## config.mk

```make
export PLATFORM = sky130hd
export DESIGN_NAME = serial_cla_sequencer
export DESIGN_NICKNAME = d
export VERILOG_FILES = /design/src/rtl/cla_pkg.sv /design/src/rtl/cla_slice.sv /design/src/rtl/serial_cla_sequencer.sv
export SDC_FILE = /design/constraint.sdc
export NUM_CORES = 1
export LEC_CHECK = 0
export ABC_AREA = 1
export ABC_CLOCK_PERIOD_IN_PS = 6400
export CAP_MARGIN = 5
export CORE_UTILIZATION = 40
export DETAILED_ROUTE_END_ITERATION = 8
export PLACE_DENSITY_LB_ADDON = 0.05
export SYNTH_ARGS = -nofsm -noshare
export SYNTH_HDL_FRONTEND = slang
export SYNTH_SLANG_ARGS = --single-unit
```

## constraint.sdc

```tcl
create_clock -name clk -period 6.4 [get_ports clk]
set_input_delay 1.92 -clock clk [delete_from_list [all_inputs] [get_ports clk]]
set_output_delay 1.92 -clock clk [all_outputs]
set_load 0.01 [all_outputs]
```

## src/rtl/cla_pkg.sv

```systemverilog
// Shared types and default widths for the serial carry-lookahead adder/subtractor.
package cla_pkg;

  typedef enum logic [1:0] {
    IDLE = 2'd0,
    RUN  = 2'd1,
    DONE = 2'd2
  } state_t;

  localparam int DEFAULT_DATA_WIDTH = 16;
  localparam int DEFAULT_BLOCK_SIZE = 4;

endpackage

```

## src/rtl/cla_slice.sv

```systemverilog
// One lookahead slice: every carry is a flat sum-of-products of P, G and cin.
module cla_slice #(
  parameter int BLOCK_SIZE = 4
) (
  input  logic [BLOCK_SIZE-1:0] P,
  input  logic [BLOCK_SIZE-1:0] G,
  input  logic                  cin,
  output logic [BLOCK_SIZE:0]   carries
);

  logic acc;
  logic run;

  // Expand c[i+1] = G[i] | P[i]G[i-1] | ... | P[i..0]cin without using earlier carries.
  always_comb begin
    carries    = '0;
    carries[0] = cin;
    acc        = 1'b0;
    run        = 1'b0;
    for (int i = 0; i < BLOCK_SIZE; i++) begin
      acc = G[i];
      run = P[i];
      for (int j = i - 1; j >= 0; j--) begin
        acc = acc | (run & G[j]);
        run = run & P[j];
      end
      carries[i+1] = acc | (run & cin);
    end
  end

endmodule

```

## src/rtl/serial_cla_sequencer.sv

```systemverilog
// Multi-cycle add/subtract, BLOCK_SIZE bits per cycle through a lookahead slice.
// Optional zero-result flag port enabled by defining SERIAL_CLA_ZERO_FLAG_EN.
module serial_cla_sequencer
  import cla_pkg::*;
#(
  parameter int DATA_WIDTH = DEFAULT_DATA_WIDTH,
  parameter int BLOCK_SIZE = DEFAULT_BLOCK_SIZE
) (
  input  logic                  clk,
  input  logic                  rst,
  input  logic                  in_valid,
  output logic                  in_ready,
  input  logic [DATA_WIDTH-1:0] a,
  input  logic [DATA_WIDTH-1:0] b,
  input  logic                  sub,
  output logic                  out_valid,
  input  logic                  out_ready,
  output logic [DATA_WIDTH-1:0] sum,
  output logic                  cout,
  output logic                  overflow,
`ifdef SERIAL_CLA_ZERO_FLAG_EN
  output logic                  zero,
`endif
  output logic                  busy
);

  localparam int NUM_SLICES = DATA_WIDTH / BLOCK_SIZE;
  localparam int IDX_W      = (NUM_SLICES > 1) ? $clog2(NUM_SLICES) : 1;
  localparam logic [IDX_W-1:0] LAST_IDX = IDX_W'(NUM_SLICES - 1);

  if (DATA_WIDTH % BLOCK_SIZE != 0) begin : g_width_check
    $fatal(1, "DATA_WIDTH must be a multiple of BLOCK_SIZE");
  end

  state_t                state_q, state_d;
  logic [DATA_WIDTH-1:0] a_q, a_d;
  logic [DATA_WIDTH-1:0] b_q, b_d;
  logic [DATA_WIDTH-1:0] sum_q, sum_d;
  logic [IDX_W-1:0]      idx_q, idx_d;
  logic                  carry_q, carry_d;
  logic                  cout_q, cout_d;
  logic                  overflow_q, overflow_d;
  logic                  out_valid_q, out_valid_d;
  logic                  busy_q, busy_d;
`ifdef SERIAL_CLA_ZERO_FLAG_EN
  logic                  zero_q, zero_d;
`endif

  logic [BLOCK_SIZE-1:0] slice_p;
  logic [BLOCK_SIZE-1:0] slice_g;
  logic [BLOCK_SIZE:0]   carries;

  always_comb begin
    slice_p = a_q[idx_q*BLOCK_SIZE +: BLOCK_SIZE] ^ b_q[idx_q*BLOCK_SIZE +: BLOCK_SIZE];
    slice_g = a_q[idx_q*BLOCK_SIZE +: BLOCK_SIZE] & b_q[idx_q*BLOCK_SIZE +: BLOCK_SIZE];
  end

  cla_slice #(
    .BLOCK_SIZE(BLOCK_SIZE)
  ) u_slice (
    .P      (slice_p),
    .G      (slice_g),
    .cin    (carry_q),
    .carries(carries)
  );

  always_comb begin
    state_d     = state_q;
    a_d         = a_q;
    b_d         = b_q;
    sum_d       = sum_q;
    idx_d       = idx_q;
    carry_d     = carry_q;
    cout_d      = cout_q;
    overflow_d  = overflow_q;
    out_valid_d = out_valid_q;
    busy_d      = busy_q;
`ifdef SERIAL_CLA_ZERO_FLAG_EN
    zero_d      = zero_q;
`endif
    case (state_q)
      IDLE: begin
        // Subtraction is a + ~b + 1: invert b here and seed the carry with sub.
        if (in_valid) begin
          a_d     = a;
          b_d     = b ^ {DATA_WIDTH{sub}};
          carry_d = sub;
          idx_d   = '0;
          busy_d  = 1'b1;
          state_d = RUN;
        end
      end
      RUN: begin
        sum_d[idx_q*BLOCK_SIZE +: BLOCK_SIZE] = slice_p ^ carries[BLOCK_SIZE-1:0];
        carry_d = carries[BLOCK_SIZE];
        idx_d   = idx_q + 1'b1;
        if (idx_q == LAST_IDX) begin
          idx_d       = '0;
          cout_d      = carries[BLOCK_SIZE];
          overflow_d  = carries[BLOCK_SIZE] ^ carries[BLOCK_SIZE-1];
          out_valid_d = 1'b1;
`ifdef SERIAL_CLA_ZERO_FLAG_EN
          zero_d      = (sum_d == '0);
`endif
          state_d     = DONE;
        end
      end
      DONE: begin
        if (out_ready) begin
          out_valid_d = 1'b0;
          busy_d      = 1'b0;
`ifdef SERIAL_CLA_ZERO_FLAG_EN
          zero_d      = 1'b0;
`endif
          state_d     = IDLE;
        end
      end
      default: begin
        state_d = IDLE;
      end
    endcase
  end

  always_ff @(posedge clk) begin
    if (rst) begin
      state_q     <= IDLE;
      a_q         <= '0;
      b_q         <= '0;
      sum_q       <= '0;
      idx_q       <= '0;
      carry_q     <= 1'b0;
      cout_q      <= 1'b0;
      overflow_q  <= 1'b0;
      out_valid_q <= 1'b0;
      busy_q      <= 1'b0;
`ifdef SERIAL_CLA_ZERO_FLAG_EN
      zero_q      <= 1'b0;
`endif
    end else begin
      state_q     <= state_d;
      a_q         <= a_d;
      b_q         <= b_d;
      sum_q       <= sum_d;
      idx_q       <= idx_d;
      carry_q     <= carry_d;
      cout_q      <= cout_d;
      overflow_q  <= overflow_d;
      out_valid_q <= out_valid_d;
      busy_q      <= busy_d;
`ifdef SERIAL_CLA_ZERO_FLAG_EN
      zero_q      <= zero_d;
`endif
    end
  end

  // Gated by rst so in_ready is low during reset yet high the first cycle after it.
  assign in_ready  = (state_q == IDLE) & ~rst;
  assign out_valid = out_valid_q;
  assign sum       = sum_q;
  assign cout      = cout_q;
  assign overflow  = overflow_q;
  assign busy      = busy_q;
`ifdef SERIAL_CLA_ZERO_FLAG_EN
  assign zero      = zero_q;
`endif

endmodule
```

-- Yosys cells after proc, flatten, opt, wreduce, memory -nomap -nowiden
Cells that the tools add are included.
- add/sub/neg operators: 2
- eq/ne operators: 6
- shift operators: 4
- mux-type cells: 15
- bitwise operators: 33
- reduce and logical (&&, ||, !) cells: 10
- operators with widths (kind ; count):
    $neg A4 Y34 ; 1
    $shift A4 B34 Y16 const A ; 1
    $shiftx A4 B34 Y16 ; 1
    $shiftx A16 B5 Y4 ; 2
    $and A1 B1 Y1 ; 17
    $bwmux W16 ; 1
    $xor A16 B16 Y16 ; 1
    $mux W2 ; 5
    $or A1 B1 Y1 ; 10
    $reduce_and A3 Y1 ; 3
    $xor A4 B4 Y4 ; 2
    $ne A2 B2 Y1 const B ; 3
    $pmux W1 S2 ; 3
    $pmux W2 S3 ; 1
    $reduce_and A2 Y1 ; 3
    $reduce_bool A2 Y1 ; 3
    $and A4 B4 Y4 ; 1
    $eq A2 B2 Y1 const B ; 2
    $mux W1 ; 4
    $pmux W2 S2 ; 1
    $add A2 B1 Y2 const B ; 1
    $eq A2 B1 Y1 const B ; 1
    $logic_not A2 Y1 ; 1
    $not A1 Y1 ; 1
    $xor A1 B1 Y1 ; 1
- register bits: 57
- bits of input ports: 37
- output and inout port bits: 21
- logic and storage cells: 80

-- Longest topological paths before layout
- word-level depth: 9
- gate-level depth with buffers: 14

-- Hierarchy
A second synthesis with hierarchy kept.
- cells, all modules: 400
- area, all modules: 2820.2 µm²
- by module, submodules not included (module ; times used ; cells an instance ; area an instance (µm²) ; seq. area each (µm²)):
    serial_cla_sequencer ; 1 ; 379 ; 2733.9 ; 1141.1
    cla_slice ; 1 ; 21 ; 86.3 ; 0.0

-- Worst setup path before layout
Ideal clock, no wire load.
- path type: input-to-output
- from: input port rst
- to: output port in_ready
- data arrival time: 2.515 ns
- required time: 4.480 ns
- slack: 1.965 ns
- stages on the path: 3
- buffers on the path: 2
- cell sequence: clkbuf_1 > clkbuf_1 > nor3_1
- word-level cells in the longest chain between the ends: 2
- RTL lines (what ; RTL line ; RTL):
    start: declaration ; serial_cla_sequencer.sv:10 ; input logic rst,
    $not A1 Y1 ; serial_cla_sequencer.sv:157 ; assign in_ready = (state_q == IDLE) & ~rst;
    $and A1 B1 Y1 ; serial_cla_sequencer.sv:157 ;
    end: declaration ; serial_cla_sequencer.sv:12 ; output logic in_ready,
No other way between the ends.

-- Worst setup path in the final report
Ends and elaborated chain as after synthesis.

==> results.json <==
{
  "n_fill_cell": 668,
  "cts_buffer_depth": 2,
  "worstHoldEndpoint": "sum[12]$_SDFFE_PP0P_",
  "grt_max_degree": 51,
  "yosys.area.top_type": "dfxtp_1",
  "io_pins": 58,
  "avgSynthCellArea_um2": 7.88,
  "die-area_um2": 7210,
  "synth_flop_cell": "dfxtp_1",
  "startpoint": "rst",
  "htree_levels": 3,
  "core-area_um2": 6490,
  "num_rows": 29,
  "insertion_delay_ns": 0.33,
  "grt_util_all_layers_pct": 17.5,
  "crit_buf_inv": 2,
  "cts_tree": "yes",
  "power.density_nw_per_um2": 256,
  "cts_hold_buf": 0,
  "overflow": 0,
  "yosys-top-cells-area": "dfxtp_1, nor2_1, o21ai_0, nand2_1, xnor2_1",
  "tightest_slew_ns": 0.932,
  "max_freq_mhz": 202,
  "crit_top_cell": "clkdlybuf4s50_1",
  "drt_wl_total_um": 5920,
  "gp_congestion": 0.731,
  "syn_inst": 349,
  "ys_seq_area_share_pct": 41.5,
  "end_kind": "output port",
  "grt_pass1_vias": 2165,
  "multi_input_area_um2": 1430,
  "crit_path_max_fanout": 2,
  "synth_async_sr_flop_share_pct": 0,
  "drive_gt1_share_pct": 7.16,
  "io_buffers": 57,
  "netlist-cell-type-count": 33,
  "worst_r2r_path_depth": 13,
  "whs_ns": 0.461,
  "grt_pass1_wl_um": 9740,
  "setup_violations": 0,
  "synth_seq_cells": 57,
  "fin_skew_ns": 0.00664,
  "syn_to_final_growth_pct": 27.8,
  "num_vias": 2389,
  "min_period_over_period_pct": 77.5,
  "outcome": "finished with violations",
  "seqCellArea_um2": 1140,
  "finalMaxSlewViolations": 0,
  "die_y_um": 84.9,
  "cts_resized": 0,
  "r2r-end": "sum[7]$_SDFFE_PP0P_",
  "die_w_um": 84.9,
  "holdCritPathClass": "reg2reg",
  "start_util_pct": 42.3,
  "drt_iter0_drc": 96,
  "r2r_start": "idx_q[1]$_SDFFE_PP0P_",
  "min_path_cells": 2,
  "antenna_left": 0,
  "vias_per_cell": 4.96,
  "max-cap-violations": 0,
  "yosysWarningCount": 0,
  "cts_root_buffer": "clkbuf_8",
  "relSlewSlack_pct": 37.7,
  "rrSetupSlack_ns": 3.66,
  "worstPathCellList": "clkdlybuf4s50_1 > nor3_1 > clkdlybuf4s50_1",
  "arrival_ns": 3.04,
  "clkSinkCount": 57,
  "syn-cell-area_um2": 2750,
  "failed_checks": "design-rule violations",
  "nets": 449,
  "vdd_ir_drop_max_mv": 0.182,
  "final_common_cell": "nor2_1",
  "crit_family": "buffers and inverters",
  "detailed_place_hpwl_um": 4100,
  "route.detailed.drc": 2,
  "hold_viol": 0,
  "final_cell_area_um2": 3510,
  "finalSetupTns_ns": 0,
  "critPathLaunchType": "input port",
  "post-route-min-period_ns": 4.96,
  "cp_slowest_stage_delay_ns": 0.57,
  "final_core_util_pct": 54.1,
  "synth_edf_count": 0,
  "synth_top_cell_area_share_pct": 41.5,
  "first_pass_iters": 6,
  "cts_made_buffers": 9,
  "place_area_um2": 3320,
  "syn-num-nets": 398,
  "post-cts-setup-buffers": 0,
  "clk_pin_slew_ns": 0.06,
  "required_ns": 4.48,
  "antenna_found_initial": 0,
  "critPathKind": "in2out",
  "cp_slowest_cell": "clkdlybuf4s50_1",
  "final_cell_mix": "nor2_1, dfxtp_1, clkdlybuf4s50_1",
  "totalPowerFinal_w": 0.000898,
  "cellLeakagePower_nw": 1.34,
  "rsz0062_at_grt": "false",
  "diodes": 0,
  "avgRoutedWirePerCell_um": 12.3,
  "min_from": "sum[12]$_SDFFE_PP0P_"
}
-- flip-flops by register name (all words and copies together), names as in the netlist --
name       flops
idx_q          2
out_valid      1
state_q        2
cout           1
busy           1
overflow       1
sum           16
a_q           16
b_q           16
carry_q        1
-- logic make-up (layout without fill, tap and decap cells) --
family	Yosys count	in the layout	synth area share, %
AOI/OAI and AO/OA	84	84	18.1
buffers and inverters	37	93	6.46
and+or+nand+nor	141	141	22.5
adders and majority gates	12	12	5.73
DFF	57	57	41.5
xor gates and xnor gates	18	18	5.73
-- worst reg2reg max path, cell delays in order (launching register included) --
cell and delay, ns:
dfxtp_1 0.63, inv_1 0.34, o21ai_0 0.16, o22ai_1 0.12
ha_1 0.36, nand2_1 0.09, nand2_1 0.05, nor2_1 0.14
nand2_1 0.10, nand2_1 0.19, nand3_1 0.10, nor2_1 0.18
nand2_1 0.09, a21oi_1 0.12
-- per-stage QoR --
stage / cells / setup WS (ns)
after global placement: 466 / 1.46
after CTS: 482 / 1.43
after detailed placement: 466 / 1.43
after global routing: 482 / 1.40
final: 482 / 1.44
after floorplan: 349 / 1.96
-- worst max-delay path by stage --
stage               end  slack, ns  cells past startpoint
6_report       in_ready       1.44                      3
5_1_grt        in_ready       1.40                      3
4_1_cts        in_ready       1.43                      3
3_5_place_dp   in_ready       1.43                      3
3_3_place_gp   in_ready       1.46                      3
2_1_floorplan  in_ready       1.96                      3
-- layer usage --
layer / up-vias / part of all wire [%] / GRT usage (%) / wire length, um
met5: - / 0 / 0 / 0
met4: 0 / 1.3 / 6.32 / 76
met3: 7 / 4.3 / 6.81 / 256
met2: 52 / 48 / 30.3 / 2860
met1: 1069 / 46 / 19.6 / 2730
li1: 1261 / - / - / -
-- report_power, final --
| part | internal (W) | switching (W) |
|---|---|---|
| clock | 0.000189 | 0.000135 |
| combinational | 0.0000783 | 0.000104 |
| sequential | 0.000378 | 0.0000135 |
-- synth_stat cells, drive strengths merged (8+ instances only) --
cell type	n
ha	11
nand3	9
clkbuf	9
inv	18
xnor2	16
o21ai	35
nand2	44
a211oi	17
buf	10
a21oi	18
dfxtp	57
nor2	82
o22ai	8
-- layout make-up --
class | count | area share (%)
clock inverters | 3 | 1.14
inverters | 18 | 1.99
multi-input cells | 255 | 40.7
flip-flops and latches | 57 | 32.5
clock buffers | 13 | 4.24
repair buffers | 59 | 16.7
well taps | 77 | 2.74
(Power assumes the default switching activity.)
